<file path="src/rtl/mdu_issue_ctrl.sv">
// mdu_issue_ctrl: D->E issue register for the multiply/divide unit.
// Registers MDU-class ops and operands into E, hands the MDU its start pulse,
// and tracks MDU occupancy with a latency counter so that a dependent MDU op
// in D is held until the previous mult/div has finished.
module mdu_issue_ctrl #(
  parameter int MUL_LAT = 5,
  parameter int DIV_LAT = 10,
  parameter int CNT_W   = 4
) (
  input  logic        clk,
  input  logic        reset,
  input  logic        Req,
  input  logic        ext_stall,
  input  logic [5:0]  d_type,
  input  logic [31:0] d_rs,
  input  logic [31:0] d_rt,
  output logic [5:0]  e_type,
  output logic [31:0] e_in1,
  output logic [31:0] e_in2,
  output logic        e_start,
  output logic        stall,
  output logic        busy
);

  localparam logic [5:0] OP_MULT  = 6'b010101;
  localparam logic [5:0] OP_MULTU = 6'b010110;
  localparam logic [5:0] OP_DIV   = 6'b010111;
  localparam logic [5:0] OP_DIVU  = 6'b011000;
  localparam logic [5:0] OP_MFHI  = 6'b011001;
  localparam logic [5:0] OP_MFLO  = 6'b011010;
  localparam logic [5:0] OP_MTHI  = 6'b011011;
  localparam logic [5:0] OP_MTLO  = 6'b011100;

  typedef enum logic [1:0] {
    IDLE     = 2'd0,
    MUL_WAIT = 2'd1,
    DIV_WAIT = 2'd2
  } state_t;

  state_t           state;
  logic [CNT_W-1:0] cnt;

  logic d_md;       // D holds any MDU-class op (uses HI/LO or the unit)
  logic d_launch;   // D holds an op that starts the MDU
  logic e_is_mul;   // E holds MULT/MULTU
  logic e_is_div;   // E holds DIV/DIVU

  // Op-class decode of the D and E op codes.
  always_comb begin
    // NOTE: every output of a combinational block gets a default first, so no
    // path through the case can leave it unassigned and infer a latch.
    d_md     = 1'b0;
    d_launch = 1'b0;
    case (d_type)
      OP_MULT, OP_MULTU, OP_DIV, OP_DIVU: begin
        d_md     = 1'b1;
        d_launch = 1'b1;
      end
      OP_MFHI, OP_MFLO, OP_MTHI, OP_MTLO: d_md = 1'b1;
      default: ;
    endcase
    e_is_mul = (e_type == OP_MULT) || (e_type == OP_MULTU);
    e_is_div = (e_type == OP_DIV)  || (e_type == OP_DIVU);
  end

  assign busy  = (cnt != '0);
  // An MDU op in D must wait both for an op about to start (still in E) and for
  // one already running; anything else in D is not this block's concern.
  assign stall = d_md & (e_start | busy);

  // Occupancy FSM: a start that survives to the edge (no Req) loads the latency
  // of its class; the counter then runs down to zero regardless of later Req,
  // because an op that has left E is already committed inside the MDU.
  always_ff @(posedge clk) begin
    // NOTE: sequential state uses non-blocking assignments so every register
    // samples pre-edge values, independent of statement order.
    if (reset) begin
      state <= IDLE;
      cnt   <= '0;
    end else if (e_start && !Req && e_is_mul) begin
      // Reload also covers a start while busy, which stall should prevent.
      state <= MUL_WAIT;
      cnt   <= CNT_W'(MUL_LAT);
    end else if (e_start && !Req && e_is_div) begin
      state <= DIV_WAIT;
      cnt   <= CNT_W'(DIV_LAT);
    end else if (state != IDLE) begin
      cnt <= cnt - 1'b1;
      if (cnt == CNT_W'(1)) state <= IDLE;
    end
  end

  // E register: Req flushes, a local or external stall inserts a bubble,
  // otherwise the D op and its operands advance.
  always_ff @(posedge clk) begin
    if (reset || Req || stall || ext_stall) begin
      e_type  <= '0;
      e_in1   <= '0;
      e_in2   <= '0;
      e_start <= 1'b0;
    end else begin
      e_type  <= d_type;
      e_in1   <= d_rs;
      e_in2   <= d_rt;
      e_start <= d_launch;
    end
  end

endmodule

</file>
<file path="config.mk">
export PLATFORM = sky130hd
export DESIGN_NAME = mdu_issue_ctrl
export DESIGN_NICKNAME = d
export VERILOG_FILES = /design/src/rtl/mdu_issue_ctrl.sv
export SDC_FILE = /design/constraint.sdc
export NUM_CORES = 1
export LEC_CHECK = 0
export CAP_MARGIN = 15
export CORE_MARGIN = 4
export CORE_UTILIZATION = 36
export CTS_CLUSTER_DIAMETER = 40
export DETAILED_ROUTE_END_ITERATION = 16
export GPL_ROUTABILITY_DRIVEN = 0
export PLACE_DENSITY_LB_ADDON = 0.25
export SYNTH_ARGS = -nofsm -noshare
export SYNTH_HDL_FRONTEND = slang
export SYNTH_SLANG_ARGS = --single-unit
</file>
<file path="constraint.sdc">
create_clock -name clk -period 1.9 [get_ports clk]
set_clock_uncertainty 0.15 [all_clocks]
set_input_delay 0.38 -clock clk [delete_from_list [all_inputs] [get_ports clk]]
set_output_delay 0.38 -clock clk [all_outputs]
set_load 0.02 [all_outputs]
</file>
==> results.ini, run 1 <==
[pwr]
power_frac_seq=0.491
swShare=0.212
combPwrFrac=0.123
clockPowerShare=0.386
p_leak_nw=1.91
peakVddDrop_uv=451
power.density_mw_per_mm2=745
internal_power_mw=2.67
switching_power_mw=0.719

[setup_path]
critPathTopFamily=buffers and inverters
path_depth=4
crit_path_max_incr_delay_ns=0.46
worstPathBufferInverterCount=2
crit_chain=clkdlybuf4s50_1 -> a311oi_2 -> and2_4 -> buf_6
start_kind=primary input
timing.rr.end=e_in2[12]
worstPathArrival_ns=1.44
slowest_stage=clkdlybuf4s50_1
rr_worst_depth=10
r2r-start=cnt[1]
crit_type=primary input to output port
critPathRequiredTime_ns=1.37
r2r_setup_slack_ns=-0.04
end_kind=output port
cp_max_fo=2

[clock_tree]
path_clk_slew_ns=0.07
clockRootBuffer=clkbuf_8
cts_buffers=9
cts_sinks=77
cts_buffer_depth=2
hold_buffers=0
h-tree-depth=3
insertion_delay_ns=0.33
cts_tree=built

[timing]
slew_headroom=0.787
setup_tns_ns=-0.888
hold_viol=0
setup_viol=25
fin_ws_ns=-0.0729
timing.final.crit_share=1.04
fmax_mhz=507
grt_setup_unrepaired=yes
tightestPinTransition_ns=0.316
min_period_ns=1.97
timing.final.max_slew_violations=0

[logic_synthesis]
synth-simple-area-share=0.265
synth_nets=272
yosys.area.top_type=dfxtp_1
synth_edf_count=0
ys_async_sr_fraction=0
ys_types=26
synthMuxAreaShare=0.00468
synth_top_family_by_area=simple AND/OR/NAND/NOR gates
synth-main-ff-cell=dfxtp_1
yosys.area_share.adder=0.0104
yosys_warnings=0
synth-xor-area-share=0.0182
avgSynthCellArea_um2=12.3
syn_inst=196
synth_area_leaders=dfxtp_1 (64%), and2_2 (19%), and2_1 (2.3%), xnor2_1 (1.5%), a21oi_1 (1.2%)
synth_compound_area_frac=0.0379
synth_area_mm2=0.00241
synth-seq-cells=77
seq_area_frac_synth=0.640
yosysTopAreaCellShare=0.640

[floorplanning]
die_w_um=89.8
die_area_mm2=0.00806
start_util=0.375
rows=29
die_y_um=89.8
ioPinCount=147
fp.coreArea_mm2=0.00642

[cells_and_area]
multi_input_area_um2=872
fill_cells=467
final_nets=451
final_cell_mix=clkdlybuf4s50_1 (134), dfxtp_1 (75), and2_2 (36)
areaGrowthSynthToFinish_pct=89.0
fin_util=0.709
seqCellArea_mm2=0.00154
drive_gt1_frac=0.318
final_common_cell=clkdlybuf4s50_1
diodes=0

[global_routing]
grt_max_degree=25
grt_most_used_layer=met2
grt_pass1_wl_um=9550
grtUsageMet3=0.0718
track_usage=0.154
antenna_found_initial=0
grt_use_met2=0.278
grt.overflow.total=0
use_met1=0.151
first_global_vias=1917

[placement]
dpl.hpwl_um=4470
io_buffers=146

[drt]
drtAntennaViolNets=0
drc=0
first_iter_violations=38
drt_first_pass_iters=4
vias_per_cell=4.25
num_vias=1941
wl_per_cell_um=13.8
drt_wl_total_um=6330

[status]
status=finished, violations left
failed_checks=setup timing

[worst_hold_path]
worst_hold_path.endpoint=e_type[4]
worstHoldPathCells=2
hold_path_class=primary input to flop
hold_start=d_type[4]

[flow_run]
cap_violations=0

==> Yosys cell counts, types with 2 or more instances <==
library cell  count
a21oi_1           6
and2_1            9
and2_2           61
clkbuf_2          6
dfxtp_1          77
ha_1              2
inv_1             4
nand2_1           5
nor2_1            3
nor4b_1           3
o21ai_0           2
xnor2_1           4
==> layer usage <==
metal  wire (um)  up-vias
met1        2360      877
met4          41        0
li1            -      980
met2        3360       82
met3         567        2
met5           0        -
==> worst max-delay path by stage <==
stage | startpoint | to | slack, ns
detailed placement | d_type[1] | stall | -0.60
finish | d_type[5] | stall | -0.07
floorplan | cnt[0] | e_in1[10] | 0.16
global placement | d_type[1] | stall | -0.57
global route | cnt[1] | e_in2[0] | -0.13
CTS | cnt[1] | stall | -0.09
==> timing repair <==
action / 4_1_cts / 5_1_grt
resized for setup: 58 / 8
setup endpoints to repair: 72 / 51
gates cloned: 4 / 0
buffers inserted: 8 / 1
pin swaps: 28 / 1
==> power by group through the flow <==
stage	Clock (mW)	Sequential [mW]	Combinational, mW
3_5_place_dp	0	1.70	0.366
2_1_floorplan	0	1.76	0.0579
3_3_place_gp	0	1.70	0.364
4_1_cts	1.35	1.67	0.419
6_report	1.31	1.67	0.416
5_1_grt	1.41	1.67	0.440
==> cells by family (layout without fill, tap and decap cells) <==
kind of cell / count (synthesis) / after routing
AOI/OAI and AO/OA: 11 / 11
buffers and inverters: 11 / 195
DFF: 77 / 77
muxes: 1 / 1
xor gates and xnor gates: 5 / 5
and+or+nand+nor: 89 / 89
adders and majority gates: 2 / 2
==> registers in the layout, summed over array words and instances, names as in the netlist <==
name and count:
e_in2 32, state 2, e_type 6, e_in1 32, e_start 1, cnt 4
==> area by class of cell <==
cell class                 instances  share of cell area
inverter                           4             0.00330
multi-input combinational        108               0.192
clock buffer                      10              0.0280
clock inverter                     6              0.0192
sequential                        77               0.339
tap                               77              0.0212
timing repair buffer             175               0.397
==> per-stage QoR <==
stage                     worst slack, ns  area, um^2  cells  total power, mW  hold WS [ns]
after floorplan                     0.164        2410    196             1.81         0.296
after global placement             -0.574        4060    429             2.07         0.310
after detailed placement           -0.597        4060    429             2.07         0.327
after CTS                         -0.0932        4520    456             3.43         0.287
after global routing               -0.131        4550    457             3.52         0.287
final                             -0.0729        4550    457             3.39         0.305
Power figures use the tool's default switching activity.
==> run 2: changes to the inputs <==
--- a/config.mk
+++ b/config.mk
@@ -5,13 +5,15 @@
 export SDC_FILE = /design/constraint.sdc
 export NUM_CORES = 1
 export LEC_CHECK = 0
+export ABC_AREA = 1
 export CAP_MARGIN = 15
 export CORE_MARGIN = 4
-export CORE_UTILIZATION = 36
+export CORE_UTILIZATION = 38
 export CTS_CLUSTER_DIAMETER = 40
 export DETAILED_ROUTE_END_ITERATION = 16
 export GPL_ROUTABILITY_DRIVEN = 0
 export PLACE_DENSITY_LB_ADDON = 0.25
+export SKIP_CTS_REPAIR_TIMING = 1
 export SYNTH_ARGS = -nofsm -noshare
 export SYNTH_HDL_FRONTEND = slang
 export SYNTH_SLANG_ARGS = --single-unit
==> results.ini, run 2 <==
[logic_synthesis]
synth_top_cells_by_count=inv_1 (83), dfxtp_1 (77), nor2_2 (71)
synth_area_mm2=0.00266
avgSynthCellArea_um2=8.99
synth-seq-cells=77
synth_area_leaders=dfxtp_1 (58%), nor2_2 (17%), inv_1 (12%), buf_6 (3.0%), nand2_1 (2.8%)
yosysTopAreaCellShare=0.579
ys_types=17
seq_area_frac_synth=0.579
yosys_warnings=0
synth_edf_count=0
yosys.area.top_type=dfxtp_1
synth-main-ff-cell=dfxtp_1
syn_inst=296
ys_async_sr_fraction=0
yosysMostFrequentCell=inv_1
synth_nets=372

[timing]
setup_viol=0
fin_ws_ns=0.00762
setup_tns_ns=0
min_period_ns=1.89
tightestPinTransition_ns=0.331
hold_viol=0
fmax_mhz=528
slew_headroom=0.778
grt_setup_unrepaired=yes
timing.final.max_slew_violations=0
holdWs_ns=0.221
timing.final.crit_share=0.996

[drt]
num_vias=2247
drc=0
first_iter_violations=71
vias_per_cell=4.01
drtAntennaViolNets=0
drt_wl_total_um=6480
drt_first_pass_iters=4
wl_per_cell_um=11.6

[cells_and_area]
final_common_cell=clkdlybuf4s50_1
top_regs=e_in1 x32, e_in2 x32, e_type x6
diodes=0
drive_gt1_frac=0.241
final_nets=536
fill_cells=583
areaGrowthSynthToFinish_pct=69.4
final_area_mm2=0.00451
final_cell_mix=clkdlybuf4s50_1 (139), inv_1 (79), dfxtp_1 (75)

[status]
status=complete, no violations

[pwr]
power.density_mw_per_mm2=714
total_power_mw=3.22
peakVddDrop_uv=543
p_leak_nw=2.10

[setup_path]
start_kind=primary input
critPathRequiredTime_ns=1.37
worstPathArrival_ns=1.36
cp_max_fo=3
worstSetupStartpoint=d_type[2]
crit_type=primary input to output port
rr_worst_depth=9
r2r_setup_slack_ns=0.42
end_kind=output port
r2r-start=cnt[1]
timing.rr.end=e_in1[8]

[placement]
io_buffers=146
post-place-ws_ns=-0.560
dpl_cell_area_mm2=0.00429
dpl.hpwl_um=5070

[clock_tree]
clockRootBuffer=clkbuf_8
cts_buffer_depth=2
cts_buffers=9
insertion_delay_ns=0.33
cts_tree=built
h-tree-depth=3
cts_sinks=77
path_clk_slew_ns=0.08

[worst_hold_path]
hold_path_class=primary input to flop
worstHoldPathCells=3
worst_hold_path.endpoint=e_type[0]
hold_start=d_type[0]

[floorplanning]
die_area_mm2=0.00841
die_w_um=91.7
fp.coreArea_mm2=0.00679
die_y_um=91.7
ioPinCount=147
rows=30
start_util=0.392

[global_routing]
track_usage=0.154
grt_pass1_wl_um=10100
grt_max_degree=30
antenna_found_initial=0
first_global_vias=2193
grt.overflow.total=0

[flow_run]
cap_violations=0

run 2: changes by cell type in the layout (fill, tap and decap cells not counted), sizes merged, moves of 6 or more:
cell         change
and2            -70
buf             -16
dlygate4sd2      -6
inv             +79
nand2           +17
nor2            +82
run 2: layout make-up:
cell class | count | area [um^2] | area share
timing repair buffer | 160 | 1600 | 0.355
clock buffer | 10 | 128 | 0.0283
sequential | 77 | 1540 | 0.342
multi-input combinational | 129 | 752 | 0.167
tap | 96 | 120 | 0.0266
clock inverter | 5 | 52.6 | 0.0117
inverter | 83 | 312 | 0.0691
run 2: worst max-delay path, stage by stage:
cell             delay [ns]
clkdlybuf4s50_1        0.47
inv_2                  0.05
nor2_2                 0.08
nand2_1                0.07
nand2_1                0.08
nand2_2                0.07
inv_2                  0.06
buf_6                  0.10
run 2: worst max-delay path by stage:
stage / to / cells past startpoint
2_1_floorplan: stall / 7
3_3_place_gp: stall / 7
3_5_place_dp: stall / 7
4_1_cts: stall / 7
5_1_grt: stall / 8
6_report: stall / 8
run 2: logic make-up (layout without fill, tap and decap cells):
kind of cell | after synthesis | in the layout | share of synthesized area
flip-flops | 77 | 77 | 0.579
AND/OR/NAND/NOR | 119 | 119 | 0.247
AO/OA/AOI/OAI | 6 | 6 | 0.0113
buffers and inverters | 90 | 258 | 0.147
adder cells (fa/ha/maj) | 2 | 2 | 0.00940
XOR/XNOR | 2 | 2 | 0.00658
run 2: metal layers:
metal	GRT usage	part of all wire	wire, um
met5	0	0	0
met4	0.0942	0.029	191
met3	0.0599	0.097	630
met2	0.279	0.54	3500
met1	0.143	0.33	2160
run 2: stage by stage:
step,instances,utilization
after floorplan,296,-
after global placement,545,0.632
after detailed placement,545,0.632
after CTS,560,0.659
after global routing,560,0.664
final,560,0.664
run 2: report_power, final:
part	internal, mW	switching [mW]	total [mW]
Combinational	0.236	0.171	0.407
Clock	0.593	0.552	1.15
Sequential	1.65	0.0118	1.66
Total	2.48	0.735	3.22
==> run 3: changes to the inputs <==
--- a/config.mk
+++ b/config.mk
@@ -17,3 +17,4 @@
 export SYNTH_ARGS = -nofsm -noshare
 export SYNTH_HDL_FRONTEND = slang
 export SYNTH_SLANG_ARGS = --single-unit
+export TNS_END_PERCENT = 10
==> results of run 3 <==
Final layout, timing and power as in run 2 (identical DEF).
